File: src/rtl/mem_bus_arbiter_if.sv
// rtl/mem_bus_arbiter_if.sv - requester-channel and memory-port bundle for mem_bus_arbiter
interface mem_bus_arbiter_if #(
    parameter int NUM_CH = 2,
    parameter int AW     = 32,
    parameter int DW     = 32
);
    localparam int MW = DW / 8;

    logic [NUM_CH-1:0]    ch_req;
    logic [NUM_CH-1:0]    ch_we;
    logic [NUM_CH*AW-1:0] ch_addr;
    logic [NUM_CH*DW-1:0] ch_wdata;
    logic [NUM_CH*MW-1:0] ch_mask;
    logic [NUM_CH*DW-1:0] ch_rdata;
    logic [NUM_CH-1:0]    ch_ready;
    logic [NUM_CH-1:0]    ch_err;

    logic                 mem_req;
    logic                 mem_we;
    logic [AW-1:0]        mem_addr;
    logic [DW-1:0]        mem_wdata;
    logic [MW-1:0]        mem_mask;
    logic [DW-1:0]        mem_rdata;
    logic                 mem_ready;

    modport master (
        input  ch_req, ch_we, ch_addr, ch_wdata, ch_mask, mem_rdata, mem_ready,
        output ch_rdata, ch_ready, ch_err, mem_req, mem_we, mem_addr, mem_wdata, mem_mask
    );

    modport slave (
        output ch_req, ch_we, ch_addr, ch_wdata, ch_mask, mem_rdata, mem_ready,
        input  ch_rdata, ch_ready, ch_err, mem_req, mem_we, mem_addr, mem_wdata, mem_mask
    );
endinterface

File: src/rtl/mem_bus_arbiter.sv
// rtl/mem_bus_arbiter.sv - round-robin arbiter of NUM_CH requesters onto one memory port
// Optional address window check compiled in with MEM_RANGE_CHK_EN.
module mem_bus_arbiter #(
    parameter int            NUM_CH     = 2,
    parameter int            AW         = 32,
    parameter int            DW         = 32,
    parameter logic [AW-1:0] ADDR_STRIP = 32'h8000_0000,
    parameter logic [AW-1:0] MEM_BASE   = 32'h8000_0000,
    parameter logic [AW-1:0] MEM_SIZE   = 32'h0800_0000
) (
    input  logic              clk,
    input  logic              rst,
    mem_bus_arbiter_if.master bus
);
    localparam int            MW  = DW / 8;
    localparam int            IW  = (NUM_CH > 1) ? $clog2(NUM_CH) : 1;
    localparam logic [IW:0]   NCH = (IW+1)'(NUM_CH);

    typedef enum logic [1:0] {IDLE, ISSUE, RESP} state_t;
    state_t state, state_nxt;

    logic [AW-1:0] addr_a  [NUM_CH];
    logic [DW-1:0] wdata_a [NUM_CH];
    logic [MW-1:0] mask_a  [NUM_CH];
    logic [DW-1:0] rdata_q [NUM_CH];

    logic [IW-1:0] rr_ptr, gnt_id, pick_id;
    logic [IW:0]   scan;
    logic          pick_vld, pick_bad, err_q;
    logic          we_q;
    logic [AW-1:0] addr_q;
    logic [DW-1:0] wdata_q;
    logic [MW-1:0] mask_q;

    for (genvar i = 0; i < NUM_CH; i++) begin : g_ch
        assign addr_a[i]                  = bus.ch_addr[i*AW +: AW];
        assign wdata_a[i]                 = bus.ch_wdata[i*DW +: DW];
        assign mask_a[i]                  = bus.ch_mask[i*MW +: MW];
        assign bus.ch_rdata[i*DW +: DW]   = rdata_q[i];
        assign bus.ch_ready[i]            = (state == RESP) && (gnt_id == IW'(i));
        assign bus.ch_err[i]              = (state == RESP) && (gnt_id == IW'(i)) && err_q;
    end

    assign bus.mem_req   = (state == ISSUE);
    assign bus.mem_we    = we_q;
    assign bus.mem_addr  = addr_q;
    assign bus.mem_wdata = wdata_q;
    assign bus.mem_mask  = mask_q;

    // Scan starts one past the last winner so every requester is served within NUM_CH grants
    always_comb begin
        pick_vld = 1'b0;
        pick_id  = '0;
        scan     = '0;
        for (int k = 1; k <= NUM_CH; k++) begin
            scan = {1'b0, rr_ptr} + (IW+1)'(k);
            if (scan >= NCH) begin
                scan = scan - NCH;
            end
            if (!pick_vld && bus.ch_req[scan[IW-1:0]]) begin
                pick_vld = 1'b1;
                pick_id  = scan[IW-1:0];
            end
        end
    end

`ifdef MEM_RANGE_CHK_EN
    // One extra bit keeps MEM_BASE+MEM_SIZE from wrapping at the top of the address space
    logic [AW:0] pick_addr_x;
    assign pick_addr_x = {1'b0, addr_a[pick_id]};
    assign pick_bad    = (pick_addr_x < {1'b0, MEM_BASE}) ||
                         (pick_addr_x >= ({1'b0, MEM_BASE} + {1'b0, MEM_SIZE}));
`else
    logic unused_cfg;
    assign unused_cfg = ^{MEM_BASE, MEM_SIZE};
    assign pick_bad   = 1'b0;
`endif

    always_ff @(posedge clk or negedge rst) begin
        if (!rst) begin
            state <= IDLE;
        end else begin
            state <= state_nxt;
        end
    end

    always_comb begin
        state_nxt = state;
        case (state)
            IDLE:    if (pick_vld) state_nxt = pick_bad ? RESP : ISSUE;
            ISSUE:   if (bus.mem_ready) state_nxt = RESP;
            RESP:    state_nxt = IDLE;
            default: state_nxt = IDLE;
        endcase
    end

    always_ff @(posedge clk or negedge rst) begin
        if (!rst) begin
            rr_ptr  <= IW'(NUM_CH - 1);
            gnt_id  <= '0;
            err_q   <= 1'b0;
            we_q    <= 1'b0;
            addr_q  <= '0;
            wdata_q <= '0;
            mask_q  <= '0;
            for (int i = 0; i < NUM_CH; i++) begin
                rdata_q[i] <= '0;
            end
        end else begin
            case (state)
                IDLE: begin
                    if (pick_vld) begin
                        gnt_id  <= pick_id;
                        rr_ptr  <= pick_id;
                        err_q   <= pick_bad;
                        we_q    <= bus.ch_we[pick_id];
                        addr_q  <= addr_a[pick_id] & ~ADDR_STRIP;
                        wdata_q <= wdata_a[pick_id];
                        mask_q  <= mask_a[pick_id];
                        if (pick_bad && !bus.ch_we[pick_id]) begin
                            rdata_q[pick_id] <= '0;
                        end
                    end
                end
                ISSUE: begin
                    if (bus.mem_ready && !we_q) begin
                        rdata_q[gnt_id] <= bus.mem_rdata;
                    end
                end
                default: ;
            endcase
        end
    end
endmodule

File: src/flat_wrapper.sv
// flat-port wrapper written by rule: the top's interface ports become plain ports
module mem_bus_arbiter_flat 
#(
    parameter int            NUM_CH     = 2,
    parameter int            AW         = 32,
    parameter int            DW         = 32,
    parameter logic [AW-1:0] ADDR_STRIP = 32'h8000_0000,
    parameter logic [AW-1:0] MEM_BASE   = 32'h8000_0000,
    parameter logic [AW-1:0] MEM_SIZE   = 32'h0800_0000
)
  (clk, rst, bus_ch_req, bus_ch_we, bus_ch_addr, bus_ch_wdata, bus_ch_mask, bus_mem_rdata, bus_mem_ready, bus_ch_rdata, bus_ch_ready, bus_ch_err, bus_mem_req, bus_mem_we, bus_mem_addr, bus_mem_wdata, bus_mem_mask);
  mem_bus_arbiter_if #(.NUM_CH(NUM_CH), .AW(AW), .DW(DW)) bus_i ();
  input  logic clk;
  input  logic rst;
  input wire logic [$bits(bus_i.ch_req)-1:0] bus_ch_req;
  input wire logic [$bits(bus_i.ch_we)-1:0] bus_ch_we;
  input wire logic [$bits(bus_i.ch_addr)-1:0] bus_ch_addr;
  input wire logic [$bits(bus_i.ch_wdata)-1:0] bus_ch_wdata;
  input wire logic [$bits(bus_i.ch_mask)-1:0] bus_ch_mask;
  input wire logic [$bits(bus_i.mem_rdata)-1:0] bus_mem_rdata;
  input wire logic [$bits(bus_i.mem_ready)-1:0] bus_mem_ready;
  output wire logic [$bits(bus_i.ch_rdata)-1:0] bus_ch_rdata;
  output wire logic [$bits(bus_i.ch_ready)-1:0] bus_ch_ready;
  output wire logic [$bits(bus_i.ch_err)-1:0] bus_ch_err;
  output wire logic [$bits(bus_i.mem_req)-1:0] bus_mem_req;
  output wire logic [$bits(bus_i.mem_we)-1:0] bus_mem_we;
  output wire logic [$bits(bus_i.mem_addr)-1:0] bus_mem_addr;
  output wire logic [$bits(bus_i.mem_wdata)-1:0] bus_mem_wdata;
  output wire logic [$bits(bus_i.mem_mask)-1:0] bus_mem_mask;
  assign bus_i.ch_req = bus_ch_req;
  assign bus_i.ch_we = bus_ch_we;
  assign bus_i.ch_addr = bus_ch_addr;
  assign bus_i.ch_wdata = bus_ch_wdata;
  assign bus_i.ch_mask = bus_ch_mask;
  assign bus_i.mem_rdata = bus_mem_rdata;
  assign bus_i.mem_ready = bus_mem_ready;
  assign bus_ch_rdata = bus_i.ch_rdata;
  assign bus_ch_ready = bus_i.ch_ready;
  assign bus_ch_err = bus_i.ch_err;
  assign bus_mem_req = bus_i.mem_req;
  assign bus_mem_we = bus_i.mem_we;
  assign bus_mem_addr = bus_i.mem_addr;
  assign bus_mem_wdata = bus_i.mem_wdata;
  assign bus_mem_mask = bus_i.mem_mask;
  mem_bus_arbiter #(.NUM_CH(NUM_CH), .AW(AW), .DW(DW), .ADDR_STRIP(ADDR_STRIP), .MEM_BASE(MEM_BASE), .MEM_SIZE(MEM_SIZE)) u_core (.clk(clk), .rst(rst), .bus(bus_i));
endmodule
File: config.mk
export PLATFORM = sky130hd
export DESIGN_NAME = mem_bus_arbiter_flat
export DESIGN_NICKNAME = d
export VERILOG_FILES = /design/src/rtl/mem_bus_arbiter_if.sv /design/src/rtl/mem_bus_arbiter.sv /design/src/flat_wrapper.sv
export SDC_FILE = /design/constraint.sdc
export NUM_CORES = 1
export LEC_CHECK = 0
export ABC_CLOCK_PERIOD_IN_PS = 1700
export CAP_MARGIN = 5
export CORE_AREA = 2 2 135 137
export CTS_CLUSTER_SIZE = 25
export DETAILED_ROUTE_END_ITERATION = 10
export DIE_AREA = 0 0 137 139
export PLACE_DENSITY = 0.74
export SYNTH_ARGS = -nofsm -noshare
export SYNTH_HDL_FRONTEND = slang
export SYNTH_SLANG_ARGS = --single-unit
export TNS_END_PERCENT = 30
File: constraint.sdc
create_clock -name clk -period 1.7 [get_ports clk]
set_clock_uncertainty 0.15 [all_clocks]
set_input_delay 0.34 -clock clk [delete_from_list [all_inputs] [get_ports clk]]
set_output_delay 0.34 -clock clk [all_outputs]
set_load 0.01 [all_outputs]
==> flow_metrics.env <==
export IMPL_outcome="finished with violations"
export IMPL_violations="setup timing"
export IMPL_path_depth=5
export IMPL_internal_power_w=0.0126
export IMPL_io_buffer_count=307
export IMPL_cp_top_family="multiplexers"
export IMPL_rsz0062_at_grt="yes"
export IMPL_combinationalPowerShare=0.478
export IMPL_layout_setup_ws_ns=-0.160
export IMPL_synth_cells=375
export IMPL_multi_input_comb_area_um2=2940
export IMPL_syn_area_um2=6090
export IMPL_grt_total_usage=0.191
export IMPL_rr_endpoint="u_core.bus.mem_addr[7]"
export IMPL_crit_required_ns=1.83
export IMPL_place_congestion=0.738
export IMPL_path_clk_slew_ns=0.06
export IMPL_crit_type="reg -> reg"
export IMPL_cts_buffers=17
export IMPL_core_um2=17700
export IMPL_ir_drop_uv=904
export IMPL_end_kind="flop"
export IMPL_rows=49
export IMPL_layout_min_cycle_time_ns=1.86
export IMPL_r2r_cells=5
export IMPL_tritoncts="done"
export IMPL_grt_pass1_wl_um=27900
export IMPL_nets=895
export IMPL_setup_viol=136
export IMPL_cp_start_kind="flop"
export IMPL_synth_cell_types=20
export IMPL_vias=4497
export IMPL_drc=0
export IMPL_cts_sink_count=136
export IMPL_area_growth_pct=77.1
export IMPL_clkPwrFrac=0.204
export IMPL_slowest_stage="dfstp_2"
export IMPL_worstPathCellList="a21bo_4 -> buf_12 -> buf_8 -> mux2_4 -> mux2_4"
export IMPL_worst_path_buf_inv=2
export IMPL_final_hold_viol_count=0
export IMPL_die_area_um2=19000
export IMPL_endpoint="u_core.bus.mem_addr[7]"
export IMPL_crit_top_cell="mux2_4"
export IMPL_syn_avg_cell_area_um2=16.3
export IMPL_grt_pass1_vias=5003
export IMPL_p_switching_w=0.00560
export IMPL_max_stage_delay_ns=0.54
export IMPL_reg2reg_slack_ns=-0.16
export IMPL_seqCellArea_um2=3410
export IMPL_ys_ff_latch=136
export IMPL_antenna_found_initial=0
export IMPL_sw_frac_of_total=0.308
export IMPL_drive_gt1_frac=0.387
export IMPL_fillCellCount=1353
export IMPL_initial_core_util=0.345
export IMPL_fp_dieH_um=139
export IMPL_hp_class="in -> async"
export IMPL_pre_cts_ws_ns=-0.509
export IMPL_dieWidth_um=137
export IMPL_report_final_slew_viol_count=0
export IMPL_finalSetupTns_ns=-13.12
export IMPL_critPathMaxFanout=9
export IMPL_first_iter_violations=89
export IMPL_rr_startpoint="u_core.rr_ptr"
export IMPL_cts_buffer_depth=2
export IMPL_max_freq_mhz=538
export IMPL_overflow=0
export IMPL_drtPass1Iterations=4
export IMPL_drv_cap=0
export IMPL_synthTopCellsByArea="dfrtp_1 55%, mux2_2 30%, mux2_4 9.9%"
export IMPL_vias_per_cell=4.68
export IMPL_yosysTopAreaCellShare=0.554
export IMPL_finalCritPeriodShare=1.09
export IMPL_p_seq_frac=0.318
export IMPL_crit_start="u_core.rr_ptr"
export IMPL_ant_nets=0
export IMPL_yosys_warnings=0
export IMPL_htreeDepth=4
export IMPL_wl_per_cell_um=19.9
export IMPL_hpwl_um=12800
export IMPL_synth_top_cell_by_area="dfrtp_1"
export IMPL_drt_total_wl_um=19100
export IMPL_synth_seq_area_share=0.559
export IMPL_clock_latency_ns=0.40
export IMPL_powerDensity_nw_per_um2=1690
export IMPL_num_io_pins=313
export IMPL_p_leak_nw=5.12
export IMPL_grt_max_degree=45
export IMPL_cts_root_buf="clkbuf_16"
export IMPL_arrival_ns=1.99
export IMPL_stdcell_count=960
export IMPL_dp_cells=910
export IMPL_antenna_cells=0
## registers in the layout, indices dropped and copies added (netlist names)
name and cells:
u_core.bus.mem_addr 31, u_core.bus.mem_we 1, u_core.bus.ch_rdata 64, u_core.state 2, u_core.bus.mem_mask 4, u_core.bus.mem_wdata 32, u_core.rr_ptr 1, u_core.gnt_id 1
## worst min-delay path by stage
stage,depth (start not counted),from,endpoint
after floorplan,0,rst,u_core.bus.ch_rdata[0]
after global placement,1,rst,u_core.bus.ch_rdata[57]
after detailed placement,1,rst,u_core.bus.ch_rdata[57]
after CTS,2,rst,u_core.bus.ch_rdata[57]
after global routing,2,rst,u_core.bus.ch_rdata[57]
final,2,rst,u_core.bus.ch_rdata[57]
## metrics by stage
step	hold slack (ns)	total power [W]	utilization	cell area, µm²
2_1_floorplan	-0.106	0.00951	-	6110
3_3_place_gp	0.123	0.0140	0.541	9560
3_5_place_dp	0.129	0.0142	0.541	9560
4_1_cts	0.267	0.0178	0.595	10500
5_1_grt	0.283	0.0192	0.611	10800
6_report	0.264	0.0182	0.611	10800
## power groups by stage
stage,sequential (W),combinational [W],clock [W]
global placement,0.00574,0.00823,0
detailed placement,0.00586,0.00836,0
finish,0.00580,0.00870,0.00371
floorplan,0.00651,0.00300,0
CTS,0.00577,0.00822,0.00381
global route,0.00600,0.00922,0.00397
## synthesized netlist by cell type
cell,instances
inv_1,1
and3b_1,2
a21boi_0,1
nor3_2,1
mux2_2,162
a21bo_1,1
buf_6,2
nor3b_1,1
buf_2,14
conb_1,1
nor2b_1,1
buf_4,6
buf_8,2
nand3b_1,1
a21o_1,1
nor2_1,1
dfstp_2,1
dfrtp_1,135
mux2_4,40
nor3b_2,1
## per-layer routing
metal | vias up | part of all wire | global-route usage
li1 | 2035 | - | -
met1 | 2248 | 0.38 | 0.211
met2 | 191 | 0.51 | 0.337
met3 | 23 | 0.091 | 0.0742
met4 | 0 | 0.015 | 0.0581
met5 | - | 0 | 0
## placed cells by master (no fill, tap or decap), types with 5 or more instances in the layout
| cell | n |
|---|---|
| dfrtp_1 | 134 |
| mux2_2 | 57 |
| buf_8 | 5 |
| clkbuf_16 | 21 |
| mux2_4 | 145 |
| dlygate4sd2_1 | 132 |
| clkdlybuf4s50_1 | 170 |
| buf_4 | 9 |
| buf_12 | 8 |
| buf_6 | 12 |
## final cells by class
cell class	count	area share
repair buffers	348	0.330
clock buffers	19	0.0410
multi-input cells	216	0.273
well taps	229	0.0265
inverters	1	0.000348
clock inverters	11	0.0139
flip-flops and latches	136	0.315
## logic make-up after synthesis
family | Yosys count | share of synthesized area
muxes | 202 | 0.398
DFF | 136 | 0.559
buffers and inverters | 25 | 0.0281
and+or+nand+nor | 8 | 0.0107
AOI/OAI and AO/OA | 3 | 0.00411
other | 1 | 0.000615
## repair_timing
| item | CTS | global route |
|---|---|---|
| hold endpoints to repair | 33 | 0 |
| cloned | 4 | 6 |
| buffers inserted | 9 | 2 |
| resized for setup | 229 | 51 |
| pin swaps | 0 | 2 |
| endpoints found under the setup margin | 236 | 138 |
| hold buffers | 1 | 0 |
Power figures use the tool's default switching activity.
